[src/rtl/lcd_seq_pkg.sv]
// Shared types and command codes for the LCD command sequencer.
package lcd_seq_pkg;

  typedef enum logic [2:0] {
    S_IDLE,
    S_ISSUE,
    S_ARM,
    S_WAIT,
    S_FLUSH,
    S_FINISH
  } state_t;

  // LCD controller command codes; Write (0) terminates a sequence.
  localparam logic [3:0] CMD_WRITE      = 4'd0;
  localparam logic [3:0] CMD_SHIFT_UP   = 4'd1;
  localparam logic [3:0] CMD_SHIFT_DOWN = 4'd2;
  localparam logic [3:0] CMD_SHIFT_LEFT = 4'd3;
  localparam logic [3:0] CMD_SHIFT_RGHT = 4'd4;
  localparam logic [3:0] CMD_MAX_VAL    = 4'd5;
  localparam logic [3:0] CMD_MIN_VAL    = 4'd6;
  localparam logic [3:0] CMD_AVERAGE    = 4'd7;
  localparam logic [3:0] CMD_ROT_CCW    = 4'd8;
  localparam logic [3:0] CMD_ROT_CW     = 4'd9;
  localparam logic [3:0] CMD_MIRROR_X   = 4'd10;
  localparam logic [3:0] CMD_MIRROR_Y   = 4'd11;

  localparam logic [3:0] CMD_MAX_DEF    = CMD_MIRROR_Y;

endpackage

[src/rtl/lcd_cmd_fifo.sv]
// DEPTH x 4 synchronous FIFO; level tells full from empty, pointers wrap.
module lcd_cmd_fifo #(
  parameter int DEPTH = 8,
  parameter int AW    = $clog2(DEPTH)
) (
  input  logic        clk,
  input  logic        reset,
  input  logic        clr,
  input  logic        push,
  input  logic        pop,
  input  logic [3:0]  din,
  output logic [3:0]  dout,
  output logic        full,
  output logic        empty,
  output logic [AW:0] level
);

  localparam int LW = AW + 1;

  logic [3:0]    mem_q [DEPTH];
  logic [3:0]    mem_d [DEPTH];
  logic [AW-1:0] wr_ptr_q, wr_ptr_d, rd_ptr_q, rd_ptr_d;
  logic [AW:0]   level_q, level_d;
  logic          do_push, do_pop;

  assign full    = (level_q == LW'(DEPTH));
  assign empty   = (level_q == '0);
  assign level   = level_q;
  assign dout    = mem_q[rd_ptr_q];
  assign do_push = push && !full;
  assign do_pop  = pop && !empty;

  // Pointer, level and storage update; clr discards everything held.
  always_comb begin
    mem_d    = mem_q;
    wr_ptr_d = wr_ptr_q;
    rd_ptr_d = rd_ptr_q;
    level_d  = level_q;
    if (clr) begin
      wr_ptr_d = '0;
      rd_ptr_d = '0;
      level_d  = '0;
    end else begin
      if (do_push) begin
        mem_d[wr_ptr_q] = din;
        wr_ptr_d        = wr_ptr_q + 1'b1;
      end
      if (do_pop) rd_ptr_d = rd_ptr_q + 1'b1;
      case ({do_push, do_pop})
        2'b10:   level_d = level_q + 1'b1;
        2'b01:   level_d = level_q - 1'b1;
        default: level_d = level_q;
      endcase
    end
  end

  // State registers with synchronous reset.
  always_ff @(posedge clk) begin
    if (reset) begin
      mem_q    <= '{default: '0};
      wr_ptr_q <= '0;
      rd_ptr_q <= '0;
      level_q  <= '0;
    end else begin
      mem_q    <= mem_d;
      wr_ptr_q <= wr_ptr_d;
      rd_ptr_q <= rd_ptr_d;
      level_q  <= level_d;
    end
  end

endmodule

[src/rtl/lcd_cmd_sequencer.sv]
// Buffers host commands and issues them one at a time to the LCD controller.
module lcd_cmd_sequencer
  import lcd_seq_pkg::*;
#(
  parameter int         DEPTH   = 8,
  parameter int         TIMEOUT = 63,
  parameter logic [3:0] CMD_MAX = CMD_MAX_DEF
) (
  input  logic                     clk,
  input  logic                     reset,
  input  logic [3:0]               host_cmd,
  input  logic                     host_valid,
  output logic                     host_ready,
  output logic [3:0]               cmd,
  output logic                     cmd_valid,
  input  logic                     busy,
  input  logic                     done,
  output logic [$clog2(DEPTH):0]   fifo_level,
  output logic [7:0]               issued_cnt,
  output logic                     seq_done,
  output logic                     err_badcmd,
  output logic                     err_timeout
);

  localparam int TW = $clog2(TIMEOUT + 1);

  state_t      state_q, state_d;
  logic [3:0]  cmd_q, cmd_d;
  logic        cmd_valid_q, cmd_valid_d;
  logic [7:0]  issued_q, issued_d;
  logic [TW-1:0] tmo_q, tmo_d;
  logic        seq_done_q, seq_done_d;
  logic        bad_q, bad_d;
  logic        tmo_err_q, tmo_err_d;

  logic        f_push, f_pop, f_clr, f_full, f_empty;
  logic [3:0]  f_head;
  logic        offer;

  // Ready depends only on registered level and state, never on a same-cycle pop.
  assign host_ready = !f_full && (state_q != S_FINISH);
  assign offer      = host_valid && host_ready;
  assign f_push     = offer && (host_cmd <= CMD_MAX);

  lcd_cmd_fifo #(.DEPTH(DEPTH)) u_fifo (
    .clk   (clk),
    .reset (reset),
    .clr   (f_clr),
    .push  (f_push),
    .pop   (f_pop),
    .din   (host_cmd),
    .dout  (f_head),
    .full  (f_full),
    .empty (f_empty),
    .level (fifo_level)
  );

  // Next-state, issue strobe, counters and sticky flags.
  always_comb begin
    state_d     = state_q;
    cmd_d       = cmd_q;
    cmd_valid_d = 1'b0;
    issued_d    = issued_q;
    tmo_d       = tmo_q;
    seq_done_d  = seq_done_q;
    bad_d       = bad_q || (offer && (host_cmd > CMD_MAX));
    tmo_err_d   = tmo_err_q;
    f_pop       = 1'b0;
    f_clr       = 1'b0;
    case (state_q)
      S_IDLE:  if (!f_empty && !busy) state_d = S_ISSUE;
      S_ISSUE: begin
        cmd_d       = f_head;
        cmd_valid_d = 1'b1;
        f_pop       = 1'b1;
        if (issued_q != 8'hFF) issued_d = issued_q + 8'd1;
        state_d     = S_ARM;
      end
      // Controller may not have raised busy yet, so it is ignored here.
      S_ARM: begin
        tmo_d   = '0;
        state_d = (cmd_q == CMD_WRITE) ? S_FLUSH : S_WAIT;
      end
      S_WAIT: begin
        if (!busy) begin
          tmo_d   = '0;
          state_d = S_IDLE;
        end else if (tmo_q == TW'(TIMEOUT - 1)) begin
          tmo_err_d = 1'b1;
          state_d   = S_FINISH;
        end else begin
          tmo_d = tmo_q + 1'b1;
        end
      end
      // Write-out length is up to the controller; wait for done without limit.
      S_FLUSH: if (done) begin
        seq_done_d = 1'b1;
        state_d    = S_FINISH;
      end
      S_FINISH: f_clr = 1'b1;
      default:  state_d = S_IDLE;
    endcase
  end

  // Registers with synchronous active-high reset.
  always_ff @(posedge clk) begin
    if (reset) begin
      state_q     <= S_IDLE;
      cmd_q       <= '0;
      cmd_valid_q <= 1'b0;
      issued_q    <= '0;
      tmo_q       <= '0;
      seq_done_q  <= 1'b0;
      bad_q       <= 1'b0;
      tmo_err_q   <= 1'b0;
    end else begin
      state_q     <= state_d;
      cmd_q       <= cmd_d;
      cmd_valid_q <= cmd_valid_d;
      issued_q    <= issued_d;
      tmo_q       <= tmo_d;
      seq_done_q  <= seq_done_d;
      bad_q       <= bad_d;
      tmo_err_q   <= tmo_err_d;
    end
  end

  assign cmd         = cmd_q;
  assign cmd_valid   = cmd_valid_q;
  assign issued_cnt  = issued_q;
  assign seq_done    = seq_done_q;
  assign err_badcmd  = bad_q;
  assign err_timeout = tmo_err_q;

endmodule

[config.mk]
export PLATFORM = sky130hd
export DESIGN_NAME = lcd_cmd_sequencer
export DESIGN_NICKNAME = d
export VERILOG_FILES = /design/src/rtl/lcd_seq_pkg.sv /design/src/rtl/lcd_cmd_fifo.sv /design/src/rtl/lcd_cmd_sequencer.sv
export SDC_FILE = /design/constraint.sdc
export NUM_CORES = 1
export LEC_CHECK = 0
export BUFFER_PORTS_ARGS = -buffer_cell sky130_fd_sc_hd__buf_2
export CAP_MARGIN = 5
export CORE_ASPECT_RATIO = 1.1
export CORE_MARGIN = 1.5
export CORE_UTILIZATION = 25
export DETAILED_ROUTE_END_ITERATION = 8
export MAX_ROUTING_LAYER = met4
export PLACE_DENSITY = 0.39
export REMOVE_ABC_BUFFERS = 1
export SETUP_SLACK_MARGIN = 0.5
export SLEW_MARGIN = 5
export SYNTH_ARGS = -nofsm -noshare
export SYNTH_HDL_FRONTEND = slang
export SYNTH_HIERARCHICAL = 1
export SYNTH_SLANG_ARGS = --single-unit
[constraint.sdc]
create_clock -name clk -period 2.65 [get_ports clk]
set_input_delay 0 -clock clk [delete_from_list [all_inputs] [get_ports clk]]
set_output_delay 0 -clock clk [all_outputs]
set_load 0.005 [all_outputs]
-- After elaboration in Yosys (flattened, before gate mapping)
Index checks and enable logic that the tools add are counted.
- multiplexer cells: 18
- $lt $le $gt $ge: 5
- eq/ne operators: 15
- add/subtract/negate cells: 6
- reductions and logical operators: 24
- bitwise gates (word level): 4
- operator list (cell ; count):
    32-bit bitwise mux ; 1
    3-bit case mux with 6 select lines ; 1
    3-bit two-way mux ; 5
    4-bit binary-select mux with 3-bit select ; 1
    4-bit demux with 3-bit select ; 1
    4-bit two-way mux ; 3
    6-bit two-way mux ; 2
    6-bit case mux with 2 select lines ; 1
    3-bit != test (second input constant) ; 3
    8-bit by 1-bit adder with 8-bit output (second input constant) ; 1
    4-bit greater-or-equal comparator (second input constant) ; 2
    1-bit logical AND ; 8
    4-bit logical NOT ; 2
    8-bit != test (second input constant) ; 1
    3-bit NOT with 4-bit output ; 2
    4-bit case mux with 2 select lines ; 1
    2-bit AND reduction ; 4
    3-bit by 1-bit adder with 3-bit output (second input constant) ; 2
    6-bit by 1-bit adder with 6-bit output (second input constant) ; 1
    3-bit by 2-bit == test with 1-bit output (second input constant) ; 2
    3-bit == test (second input constant) ; 2
    6-bit == test (second input constant) ; 1
    4-bit by 1-bit adder with 4-bit output (second input constant) ; 1
    4-bit == test (second input constant) ; 1
    17 further kinds ; 23
- register bits after elaboration: 67
- output and inout bits: 21
- input bits: 9
- logic and storage cells: 91

-- Longest topological paths before layout
- depth in word-level cells: 8
- gate-level depth with buffers: 14
- gate-level depth less buffers: 13

-- By module
The synthesis kept the hierarchy.
- modules (own cells, without submodules) (module ; times used ; cells an instance ; area each (um2) ; sequential area each (um2)):
    lcd_cmd_fifo ; 1 ; 195 ; 2035.7 ; 840.8
    lcd_cmd_sequencer ; 1 ; 134 ; 1198.6 ; 500.5

-- Least setup slack after synthesis
Ideal clock, no wire load.
- kind: register -> register
- start point: reg u_fifo.level_q[0] (netlist: u_fifo/level[0])
- end point: reg u_fifo.level_q[3] (netlist: u_fifo/level[3])
- data required time: 2.523 ns
- setup time: 0.127 ns
- period minus slack after synthesis: 2.645 ns
- buffers on the path: 1
- arrival: 2.518 ns
- path slack: 0.005 ns
- cell stages (with the launch flop): 14
- cells stage by stage: dfxtp_1 or4b_1 buf_6 clkinv_4 a21oi_1 nand2_1 a21oi_1 nand2_1 ha_1 ha_1 nand3_1 and4b_1 o21ai_0 o31ai_1
- cells in the longest elaborated chain, start to end: 8
- elaborated cells between the ends (all ways): 15
- those cells by class: 2 x add/sub; 3 x eq/ne; 1 x mux; 9 x reduce/logical
- ends and longest elaborated chain (item ; line ; source):
    start: declaration ; lcd_cmd_fifo.sv:23 ; logic [AW:0] level_q, level_d;
    start signal: assignment ; lcd_cmd_fifo.sv:68 ; level_q <= level_d;
    4-bit == test (*) ; lcd_cmd_fifo.sv:26 ; assign full = (level_q == LW'(DEPTH));
    net f_full ; lcd_cmd_sequencer.sv:36 ; logic f_push, f_pop, f_clr, f_full, f_empty;
    1-bit logical NOT (*) ; lcd_cmd_sequencer.sv:41 ; assign host_ready = !f_full && (state_q != S_FINISH);
    1-bit logical AND (*) ; lcd_cmd_sequencer.sv:41 ;
    net host_ready ; lcd_cmd_sequencer.sv:13 ; output logic host_ready,
    1-bit logical AND (*) ; lcd_cmd_sequencer.sv:42 ; assign offer = host_valid && host_ready;
    1-bit logical AND (*) ; lcd_cmd_sequencer.sv:43 ; assign f_push = offer && (host_cmd <= CMD_MAX);
    net f_push ; lcd_cmd_sequencer.sv:36 ;
    1-bit logical AND (*) ; lcd_cmd_fifo.sv:30 ; assign do_push = push && !full;
    2-bit by 1-bit == test with 1-bit output / 2-bit == test (equally long branches) ; lcd_cmd_fifo.sv:49 ; case ({do_push, do_pop})
    4-bit case mux with 2 select lines / 2-bit nonzero test (equally long branches) ; - ;
The timed path passes the listed nets; every way through them passes the cells marked *.
A chain may end at the register's enable or synchronous reset.

-- Worst setup path after layout
- start point: reg u_fifo.level_q[1] (netlist: u_fifo/level[1])
- end point: reg u_fifo.level_q[3] (netlist: u_fifo/level[3])
- cells in the longest elaborated chain, start to end: 8
- elaborated cells between the ends (all ways): 15
- those cells by class: 2 x add/sub; 3 x eq/ne; 1 x mux; 9 x reduce/logical
- ends and longest elaborated chain (item ; line):
    4-bit == test (*) ; lcd_cmd_fifo.sv:26
    net f_full ; lcd_cmd_sequencer.sv:36
    1-bit logical NOT (*) ; lcd_cmd_sequencer.sv:41
    1-bit logical AND (*) ; lcd_cmd_sequencer.sv:41
    1-bit logical AND (*) ; lcd_cmd_sequencer.sv:42
    1-bit logical AND (*) ; lcd_cmd_sequencer.sv:43
    net f_push ; lcd_cmd_sequencer.sv:36
    1-bit logical AND (*) ; lcd_cmd_fifo.sv:30
    2-bit by 1-bit == test with 1-bit output / 2-bit == test (equally long branches) ; lcd_cmd_fifo.sv:49
    4-bit case mux with 2 select lines / 2-bit nonzero test (equally long branches) ; -
Marked as above.

==> metrics.cfg <==
[outcome]
status = complete, no violations

[finish]
multi_input_area_um2 = 1880
final_common_cell = dfxtp_1
seq_area_um2 = 1350
nets = 397
fillers = 1320
area_delta_synth_final_pct = 28.2
layout_common_cells = dfxtp_1 (64), nor2_1 (62), mux2i_1 (40)
drive_gt1_frac = 0.302
fin_cells = 541
antenna_cells = 0

[placed_design]
port_buffers = 29
finalWeightedCongestion = 0.741
place_inst = 510
hpwl_mm = 5.36
place_ws_ps = 150

[route]
num_vias = 2540
postRouteAntennaNets = 0
drtPass1Iterations = 4
avgViaCountPerCell = 4.70
drt_iter0_drc = 173
wirelength_mm = 7.93
avgRoutedWirePerCell_um = 14.6
drc = 0

[critical_path]
cp-start-kind = register
path_cells = or4b_4 > clkinv_4 > a21oi_4 > nand2_2 > a21oi_2 > nand2_2 > ha_4 > buf_12 > ha_4 > a21oi_4 > and4b_1 > o21ai_1 > o31ai_1
cp_slowest_cell = or4b_4
cp-end-kind = register
crit_path_max_fanout = 3
cp_data_arrival_time_ps = 2460
path_class = register to register
slowest_delay_ps = 560
critPathBufInv = 2
required_ps = 2900
crit_family = simple AND/OR/NAND/NOR gates

[sta]
finClkSkew_ps = 4.53
finalSetupTns_ps = 0
finalHoldViolCount = 0
whs_ps = 33.1
min_period_over_period = 0.833
max_freq_ghz = 0.453
setup_viol = 0
final.setup.worst_slack_ps = 443
worstMarginPinSlew_ps = 665
slew_headroom = 0.556
post-route-min-period_ps = 2210
rsz0062_at_grt = yes
report.final.slew_viol_count = 0

[logic_synthesis]
yosys_warnings = 6
synth_top_area_frac = 0.415
synth_edf_count = 0
synth_top_area_cell = dfxtp_1
synth_cell_type_count = 55
synth.cell_area_um2 = 3230
syn_area_per_cell_um2 = 9.83
ys.flop_type = dfxtp_1
synth_area_leaders = dfxtp_1 (41%), mux2i_1 (12%), nor2_1 (7.2%)
async_reset_ff_frac = 0
synthCells = 329
ys_seq_area_frac = 0.415
ys_ff_latch = 67

[grt]
grt_util_all_layers = 0.126
overflow = 0
grt_pass1_wl_mm = 12.8
grt_max_degree = 36
grt_pass1_vias = 2461
antenna_found_initial = 0

[power]
finalPower_mw = 3.00
powerDensity_nw_per_um2 = 724
vdd_ir_drop_max_uv = 838
p_leak_nw = 1.62

[floorplanning]
fp.dieH_um = 122
dieWidth_um = 111
rows = 43
initial_utilization = 0.256
dieArea_um2 = 13600
num_io_pins = 30
core_area_um2 = 12600

[clock_network]
clock-sinks = 67
clk_pin_slew_worst_paths_ps = 60
clockRootBuffer = clkbuf_16
cts_made_buffers = 9
clock_path_buffers = 2
tritoncts = yes
clock_latency_ps = 330
cts_max_level = 3

[job]
drv_cap = 0

[hold_path]
hp-class = input port to register

==> cell type report <==
class                   instances  area share
multi-input cells             235       0.453
flip-flops and latches         67       0.324
inverters                       7     0.00754
repair buffers                 59      0.0941
clock inverters                 6      0.0157
well taps                     157      0.0474
clock buffers                  10      0.0576
==> routing by layer <==
| metal | wire, um | GRT usage | vias to the layer above |
|---|---|---|---|
| li1 | - | - | 1276 |
| met3 | 381 | 0.0464 | 8 |
| met4 | 89 | 0.0372 | 0 |
| met5 | 0 | - | - |
| met1 | 3710 | 0.148 | 1222 |
| met2 | 3740 | 0.202 | 34 |
==> path summary, 6_finish.rpt <==
kind	slack [ps]	end	cells after the start	startpoint
hold reg to reg	470	err_timeout	2	err_timeout
setup / recovery	440	u_fifo/level[3]	13	u_fifo/level[1]
setup reg to reg	440	u_fifo/level[3]	13	u_fifo/level[1]
hold / removal	30	u_fifo/mem_q[20]	3	host_cmd[0]
==> repair_timing <==
item,4_1_cts,5_1_grt
hold endpoints to repair,3,0
endpoints found under the setup margin,35,32
pin swaps,8,7
hold buffers,3,0
gates resized for setup,16,11
setup buffers,6,6
==> report_power, final <==
group	total [mW]	switching [mW]	internal (mW)	leakage, nW
sequential	1.14	0.0672	1.07	0.543
clock	1.20	0.452	0.751	0.137
combinational	0.662	0.342	0.321	0.941
total	3.00	0.861	2.14	1.62
==> worst min-delay path: stages <==
cell,delay [ps]
buf_2,170
mux2i_1,90
nor2_1,70
==> cells by family after synthesis <==
logic type / Yosys count / share of synthesized area
and+or+nand+nor: 120 / 0.195
buffers and inverters: 27 / 0.0406
DFF: 67 / 0.415
adders and majority gates: 9 / 0.0371
AOI/OAI and AO/OA: 45 / 0.0952
muxes: 52 / 0.193
xor gates and xnor gates: 9 / 0.0244
==> state kept, by name, summed over array words and instances (netlist names) <==
| name | cells |
|---|---|
| cmd | 4 |
| issued_cnt | 8 |
| err_badcmd | 1 |
| err_timeout | 1 |
| u_fifo/wr_ptr_q | 3 |
| u_fifo/level | 4 |
| u_fifo/mem_q | 32 |
| tmo_q | 6 |
| seq_done | 1 |
| cmd_valid | 1 |
| state_q | 3 |
| u_fifo/rd_ptr_q | 3 |
==> metrics by stage <==
stage,util,cell area (um^2)
floorplan,-,3130
global placement,0.284,3590
detailed placement,0.284,3590
CTS,0.320,4050
global route,0.328,4150
finish,0.328,4150
==> cells in the mapped netlist (all sizes together) (2+ instances only) <==
library cell,n
and4b,2
inv,6
nand2,13
nor4,2
nor2b,4
nand4,6
o21bai,2
a21oi,15
nor2,62
mux2,4
mux2i,40
clkbuf,12
o211ai,3
ha,8
o21a,2
o31ai,2
and2,2
a41oi,2
nor3,4
nand3,8
mux4,8
o21ai,6
nor3b,6
dfxtp,67
xor2,8
a211oi,6
and3,3
buf,8
Note: power is estimated with default switching activity, not from simulation.
